===== src/rtl/fetch_ctrl_pkg.sv =====
// Shared types and address-map defaults for the F-stage fetch controller.
// Sits beside the core's other next-PC definitions.
package fetch_ctrl_pkg;

    typedef enum logic {
        FC_RUN  = 1'b0,
        FC_PEND = 1'b1
    } fc_state_t;

    localparam logic [31:0] FC_RESET_PC = 32'h0000_3000;
    localparam logic [31:0] FC_PC_LO    = 32'h0000_3000;
    localparam logic [31:0] FC_PC_HI    = 32'h0000_6ffc;

endpackage


===== src/rtl/fetch_ctrl_if.sv =====
// Bus between the pipeline (hazard unit, D-stage next-PC, IM) and the fetch controller.
interface fetch_ctrl_if;

    logic        stall;
    logic        im_ready;
    logic        redirect_valid;
    logic [31:0] redirect_target;
    logic        redirect_ready;
    logic [31:0] pc_F;
    logic [31:0] pc_F_plus4;
    logic        fetch_valid;
    logic        addr_err;
    logic [31:0] stall_cnt;
    logic [31:0] redir_cnt;

    modport master (
        output stall, im_ready, redirect_valid, redirect_target,
        input  redirect_ready, pc_F, pc_F_plus4, fetch_valid, addr_err, stall_cnt, redir_cnt
    );

    modport slave (
        input  stall, im_ready, redirect_valid, redirect_target,
        output redirect_ready, pc_F, pc_F_plus4, fetch_valid, addr_err, stall_cnt, redir_cnt
    );

endinterface


===== src/rtl/fetch_perf_cnt.sv =====
// Debug statistics for the fetch controller: held-PC cycles and accepted redirects.
// Both counters wrap silently.
module fetch_perf_cnt (
    input  logic        clk,
    input  logic        reset,
    input  logic        inc_stall,
    input  logic        inc_redir,
    output logic [31:0] stall_cnt,
    output logic [31:0] redir_cnt
);

    always_ff @(posedge clk) begin
        if (reset) begin
            stall_cnt <= 32'd0;
            redir_cnt <= 32'd0;
        end else begin
            if (inc_stall) stall_cnt <= stall_cnt + 32'd1;
            if (inc_redir) redir_cnt <= redir_cnt + 32'd1;
        end
    end

endmodule


===== src/rtl/fetch_ctrl.sv =====
// F-stage PC owner: chooses hold / +4 / redirect each cycle and parks one redirect
// that arrives while fetch cannot advance.
module fetch_ctrl
    import fetch_ctrl_pkg::*;
#(
    parameter logic [31:0] RESET_PC = FC_RESET_PC,
    parameter logic [31:0] PC_LO    = FC_PC_LO,
    parameter logic [31:0] PC_HI    = FC_PC_HI
) (
    input  logic         clk,
    input  logic         reset,
    fetch_ctrl_if.slave  bus
);

    fc_state_t   state;
    logic [31:0] pc;
    logic [31:0] pend_target;
    logic        err;
    logic        adv;
    logic        accept;
    logic [31:0] stall_cnt;
    logic [31:0] redir_cnt;

    function automatic logic target_bad(input logic [31:0] t);
        return (t[1:0] != 2'b00) || (t < PC_LO) || (t > PC_HI);
    endfunction

    assign adv    = !bus.stall && bus.im_ready;
    assign accept = bus.redirect_valid && (state == FC_RUN);

    // Pending target drains first; otherwise a fresh redirect beats the +4 step.
    always_ff @(posedge clk) begin
        if (reset) begin
            state       <= FC_RUN;
            pc          <= RESET_PC;
            pend_target <= 32'd0;
            err         <= 1'b0;
        end else begin
            case (state)
                FC_RUN: begin
                    if (accept && adv) begin
                        pc <= bus.redirect_target;
                        if (target_bad(bus.redirect_target)) err <= 1'b1;
                    end else if (accept) begin
                        pend_target <= bus.redirect_target;
                        state       <= FC_PEND;
                    end else if (adv) begin
                        pc <= pc + 32'd4;
                    end
                end
                FC_PEND: begin
                    if (adv) begin
                        pc    <= pend_target;
                        state <= FC_RUN;
                        if (target_bad(pend_target)) err <= 1'b1;
                    end
                end
                default: state <= FC_RUN;
            endcase
        end
    end

    fetch_perf_cnt u_perf (
        .clk       (clk),
        .reset     (reset),
        .inc_stall (!adv),
        .inc_redir (accept),
        .stall_cnt (stall_cnt),
        .redir_cnt (redir_cnt)
    );

    assign bus.redirect_ready = (state == FC_RUN);
    assign bus.pc_F           = pc;
    assign bus.pc_F_plus4     = pc + 32'd4;
    assign bus.fetch_valid    = adv;
    assign bus.addr_err       = err;
    assign bus.stall_cnt      = stall_cnt;
    assign bus.redir_cnt      = redir_cnt;

endmodule


===== src/flat_wrapper.sv =====
// flat-port wrapper written by rule: the top's interface ports become plain ports
module fetch_ctrl_flat import fetch_ctrl_pkg::*;
#(
    parameter logic [31:0] RESET_PC = FC_RESET_PC,
    parameter logic [31:0] PC_LO    = FC_PC_LO,
    parameter logic [31:0] PC_HI    = FC_PC_HI
)
  (clk, reset, bus_stall, bus_im_ready, bus_redirect_valid, bus_redirect_target, bus_redirect_ready, bus_pc_F, bus_pc_F_plus4, bus_fetch_valid, bus_addr_err, bus_stall_cnt, bus_redir_cnt);
  fetch_ctrl_if bus_i ();
  input  logic clk;
  input  logic reset;
  input wire logic [$bits(bus_i.stall)-1:0] bus_stall;
  input wire logic [$bits(bus_i.im_ready)-1:0] bus_im_ready;
  input wire logic [$bits(bus_i.redirect_valid)-1:0] bus_redirect_valid;
  input wire logic [$bits(bus_i.redirect_target)-1:0] bus_redirect_target;
  output wire logic [$bits(bus_i.redirect_ready)-1:0] bus_redirect_ready;
  output wire logic [$bits(bus_i.pc_F)-1:0] bus_pc_F;
  output wire logic [$bits(bus_i.pc_F_plus4)-1:0] bus_pc_F_plus4;
  output wire logic [$bits(bus_i.fetch_valid)-1:0] bus_fetch_valid;
  output wire logic [$bits(bus_i.addr_err)-1:0] bus_addr_err;
  output wire logic [$bits(bus_i.stall_cnt)-1:0] bus_stall_cnt;
  output wire logic [$bits(bus_i.redir_cnt)-1:0] bus_redir_cnt;
  assign bus_i.stall = bus_stall;
  assign bus_i.im_ready = bus_im_ready;
  assign bus_i.redirect_valid = bus_redirect_valid;
  assign bus_i.redirect_target = bus_redirect_target;
  assign bus_redirect_ready = bus_i.redirect_ready;
  assign bus_pc_F = bus_i.pc_F;
  assign bus_pc_F_plus4 = bus_i.pc_F_plus4;
  assign bus_fetch_valid = bus_i.fetch_valid;
  assign bus_addr_err = bus_i.addr_err;
  assign bus_stall_cnt = bus_i.stall_cnt;
  assign bus_redir_cnt = bus_i.redir_cnt;
  fetch_ctrl #(.RESET_PC(RESET_PC), .PC_LO(PC_LO), .PC_HI(PC_HI)) u_core (.clk(clk), .reset(reset), .bus(bus_i));
endmodule

===== config.mk =====
export PLATFORM = sky130hd
export DESIGN_NAME = fetch_ctrl_flat
export DESIGN_NICKNAME = d
export VERILOG_FILES = /design/src/rtl/fetch_ctrl_pkg.sv /design/src/rtl/fetch_ctrl_if.sv /design/src/rtl/fetch_perf_cnt.sv /design/src/rtl/fetch_ctrl.sv /design/src/flat_wrapper.sv
export SDC_FILE = /design/constraint.sdc
export NUM_CORES = 1
export LEC_CHECK = 0
export CORE_MARGIN = 2
export CORE_UTILIZATION = 45
export CTS_CLUSTER_SIZE = 14
export DETAILED_ROUTE_END_ITERATION = 10
export PLACE_DENSITY = 0.79
export SLEW_MARGIN = 20
export SYNTH_ARGS = -nofsm -noshare
export SYNTH_HDL_FRONTEND = slang
export SYNTH_SLANG_ARGS = --single-unit

===== constraint.sdc =====
create_clock -name clk -period 3.6 [get_ports clk]
set_clock_uncertainty 0.15 [all_clocks]
set_input_delay 0.72 -clock clk [delete_from_list [all_inputs] [get_ports clk]]
set_output_delay 0.72 -clock clk [all_outputs]
set_load 0.005 [all_outputs]

# [Yosys cells after proc, flatten, opt, wreduce, memory -nomap -nowiden]
# Cells that the tools add are included.
# Widths: inputs -> output; s select.
[word_totals] input_bits=37 output_inout_bits=131 regBits=130
[classes] order_cmp=4 eq_ne=6 n_reduce_logical=13 add_sub_neg=3 muxes=14 n_bitwise=2
[op_table] cell="$mux 32" n=4
[op_table] cell="$add 32x1->32 const B" n=2
[op_table] cell="$gt 32x15->1 const B" n=2
[op_table] cell="$lt 32x14->1 const B" n=2
[op_table] cell="$pmux 32 s2" n=1
[op_table] cell="$add 32x3->32 const B" n=1
[op_table] cell="$mux 1" n=7
[op_table] cell="$reduce_and 3->1" n=2
[op_table] cell="$logic_or 1x1->1" n=4
[op_table] cell="$ne 2x1->1 const B" n=2
[op_table] cell="$ne 2x2->1 const B" n=2
[op_table] cell="$pmux 1 s2" n=2
[op_table] cell="$reduce_and 4->1" n=1
[op_table] cell="$reduce_bool 2->1" n=2
[op_table] cell="$logic_and 1x1->1" n=3
[op_table] cell="$ne 3x1->1 const B" n=1
[op_table] cell="$ne 3x3->1 const B" n=1
[op_table] cell="$not 1->1" n=2
[op_table] cell="$logic_not 1->1" n=1

# [Depth between registers and ports, before layout]
[logic_depth] ltp_word=6 depth_mapped=8

# [Hierarchy]
# From an unflattened synthesis, not the netlist that was laid out.
[hier_totals] cells_unflattened=886 area_unflattened_um2=6955.4
[modules_own_cells] module="fetch_ctrl" cells_each=532 n_inst=1 area_per_inst_um2=3936.3
[modules_own_cells] module="fetch_perf_cnt" cells_each=354 n_inst=1 area_per_inst_um2=3019.1

# [Worst setup path before layout]
# Ideal clock, no wire load.
[synth_timing] kind="in2out" from="in bus_stall" to="out bus_fetch_valid" setup_slack_ps=1104 t_arrival_ps=1626 path_buffers=3 t_required_ps=2730 path_stages=5 path_cell_list="nand2b_1 clkbuf_2 clkinv_1 clkbuf_1 buf_1"
[synth_via] elab_chain_len=2
[synth_lines] element="start: declaration" line_no="flat_wrapper.sv:12" text="input wire logic [$bits(bus_i.stall)-1:0] bus_stall;"
[synth_lines] element="$logic_not 1->1" line_no="fetch_ctrl.sv:28" text="assign adv = !bus.stall && bus.im_ready;"
[synth_lines] element="$logic_and 1x1->1" line_no="fetch_ctrl.sv:28"
[synth_lines] element="end: declaration" line_no="flat_wrapper.sv:19" text="output wire logic [$bits(bus_i.fetch_valid)-1:0] bus_fetch_valid;"
# No other way between the ends.

# [Worst setup path in the final report]
[layout_timing] from="reg u_core.pc[4], in the netlist u_core.bus.pc_F[4]" to="out bus_pc_F_plus4[31]"
[layout_via] elab_chain_len=1
[layout_lines] element="start: declaration" line_no="fetch_ctrl.sv:16" text="logic [31:0] pc;"
[layout_lines] element="start signal: assignment" line_no="fetch_ctrl.sv:42" text="pc <= bus.redirect_target;"
[layout_lines] element="start signal: assignment" line_no="fetch_ctrl.sv:48" text="pc <= pc + 32'd4;"
[layout_lines] element="start signal: assignment" line_no="fetch_ctrl.sv:53" text="pc <= pend_target;"
[layout_lines] element="$add 32x3->32" line_no="fetch_ctrl.sv:74" text="assign bus.pc_F_plus4 = pc + 32'd4;"
[layout_lines] element="end: declaration" line_no="flat_wrapper.sv:18" text="output wire logic [$bits(bus_i.pc_F_plus4)-1:0] bus_pc_F_plus4;"
# No other way between the ends.

==> results.cfg <==
[min_path]
hold_path_class = flip-flop to flip-flop
holdPathStages = 2

[power]
finalPower_mw = 3.804
peakVddDrop_mv = 0.3834
power.leakage_nw = 3.180
powerDensity_nw_per_um2 = 410.1

[routing]
dr.pass1.iters = 5
drc = 0
avgRoutedWirePerCell_microns = 16.92
final_antenna_net_count = 0
drt_iter0_drc = 626
viasPerCell = 5.744
dr_total_vias = 6985
finalWirelength_mm = 20.57

[clock_network]
root_buffer = clkbuf_16
cts.sinks = 130
path_clk_slew_ps = 60
cts_tree = built
cts_buffer_depth = 2
cts_buffers = 17
htree_levels = 4
cts_hold_buf = 0
clkLatencyLatePin_ps = 430

[final_layout]
mostFrequentLayoutCells = clkdlybuf4s50_1 (166), nand2_1 (123), dfxtp_1 (122)
layout.nets = 1058
seq_area_sq_um = 2613
postLayoutCellArea_sq_um = 9276
area_delta_synth_final_pct = 36.61
final_common_cell = clkdlybuf4s50_1
fillers = 1251
fin_cells = 1216
drive_above_1_share_pct = 8.341
multiInputGateArea_sq_um = 3880
fin_util_pct = 63.35

[floorplan]
io_pins = 168
core_area_sq_um = 14640
die_y_microns = 126.8
initial_core_util_pct = 46.37
fp-row-count = 44
die_area_sq_um = 16090
die_x_microns = 126.8

[critical_path]
path_max_fanout = 6
crit_type = flip-flop to primary output
critPathRequiredTime_ps = 2730
path_delay_family = buffers and inverters
path_cells = nand4_1, buf_4, buf_4, nor4_2, nand4_2, xnor2_1, clkdlybuf4s50_1
cp_slowest_stage_delay_ps = 560
cp_slowest_cell = clkdlybuf4s50_1
end_kind = primary output
r2r_cells = 5
path_common_cell = buf_4
worstPathArrival_ps = 2630
worst-path-stages = 7
startpoint_type = flip-flop
crit_buf_inv = 3

[place]
place_worst_setup_slack_ps = 392.5
place.port_buffers = 167
dp_hpwl_mm = 14.15
dp.cells = 1176
globalplace.congestion = 0.9120
placed_area_sq_um = 8559

[logic_synthesis]
yosys.area.top_type = dfxtp_1
synth_seq_cells = 130
synthAdderAreaFrac_pct = 0.5528
syn_inst = 872
syn_area_sq_um = 6790
synth_edf_count = 0
ys_types = 59
synthXorXnorAreaFrac_pct = 10.96
ys.flop_type = dfxtp_1
synth_top_cell_area_share_pct = 38.33
synth.area.mux_share_pct = 0.7371
mappedNetlistNets = 912
yosysWarnings = 0
ys_seq_area_share_pct = 38.33
ys_top_cells_by_area = dfxtp_1 (38%), xnor2_1 (7.7%), nand2_1 (6.8%), a21oi_1 (5.2%), nor2_1 (4.8%)
synth-async-reset-ratio_pct = 0
avgSynthCellArea_sq_um = 7.787
synth_compound_area_share_pct = 14.02
synthSimpleGateAreaFrac_pct = 30.40
synth_top_family_by_area = simple AND/OR/NAND/NOR gates

[global_routing]
grt_busiest_layer = met2
grt_max_degree = 91
track_usage_pct = 25.30
antenna_found_initial = 0
use_met3_pct = 6.495
grt_pass1_vias = 6383
grt-ovfl-total = 0
global_route.usage.met2_pct = 41.30
gr-usage-met1_pct = 32.00
grt_first_pass_wirelength_mm = 32.89

[sta]
setup_viol = 0
finalMaxSlewViolations = 0
max-slew-margin-rel_pct = 35.41
setup_tns_ps = 0
whs_ps = 300.2
grt_setup_unrepaired = no
worstMarginPinSlew_ps = 968.9
clock.fmax_mhz = 285.5
fin_crit_sh_pct = 97.29
hold_viol = 0
fin_crit_ps = 3503
fin_ws_ps = 97.43

[status]
status = finished clean

[job]
cap_violations = 0
sequential cells by signal (all words and copies together), names as in the netlist:
name / cells
u_core.bus.pc_F: 32
u_core.u_perf.redir_cnt: 32
u_core.pend_target: 32
u_core.bus.addr_err: 1
u_core.state: 1
u_core.u_perf.stall_cnt: 32
tightest hold or removal path, stage by stage (launching register included):
cell and delay (ps):
dfxtp_1 300, nand2_1 50, a21oi_1 50
routing by layer:
layer	up-vias	wire length [microns]
met1	3247	8659
met4	0	533
met5	-	0
met2	311	9794
met3	43	1586
li1	3384	-
logic make-up after synthesis:
logic type | after synthesis
simple gates | 410
compound gates | 156
flops | 130
xor+xnor | 85
buf+inv | 83
mux | 5
fa+ha+maj | 3
power breakdown:
| group | switching, mW | total [mW] | internal [mW] |
|---|---|---|---|
| Combinational | 0.218 | 0.417 | 0.199 |
| Sequential | 0.0549 | 1.54 | 1.49 |
| Clock | 0.670 | 1.85 | 1.18 |
repair_timing:
action | 4_1_cts | 5_1_grt
setup buffers | 0 | 7
resized for setup | 1 | 11
pin swaps | 0 | 1
endpoints found under the setup margin | 1 | 7
cell usage after synthesis (all sizes together), types with 20 or more instances:
| cell | instances |
|---|---|
| o21ai | 30 |
| xnor2 | 60 |
| nand2 | 123 |
| nor4 | 33 |
| buf | 20 |
| dfxtp | 130 |
| nor2 | 87 |
| nand3 | 40 |
| a21oi | 70 |
| nor3 | 24 |
| clkbuf | 45 |
| nand4 | 32 |
| xor2 | 25 |
final timing paths:
kind                                 end                         from  slack (ps)
min               u_core.pend_target[31]       u_core.pend_target[31]         300
min reg2reg       u_core.pend_target[31]       u_core.pend_target[31]         300
max reg2reg  u_core.u_perf.redir_cnt[31]  u_core.u_perf.redir_cnt[15]        1150
max                   bus_pc_F_plus4[31]           u_core.bus.pc_F[4]         100
area by class of cell:
class                           instances  area share [%]
Timing Repair Buffer                  192           20.02
Sequential cell                       130           28.16
Clock buffer                           19           4.775
Tap cell                              184           2.482
Multi-Input combinational cell        659           41.83
Clock inverter                         13           1.983
Antenna cell                            1         0.02698
Inverter                               18          0.7284
Power figures use the tool's default switching activity.
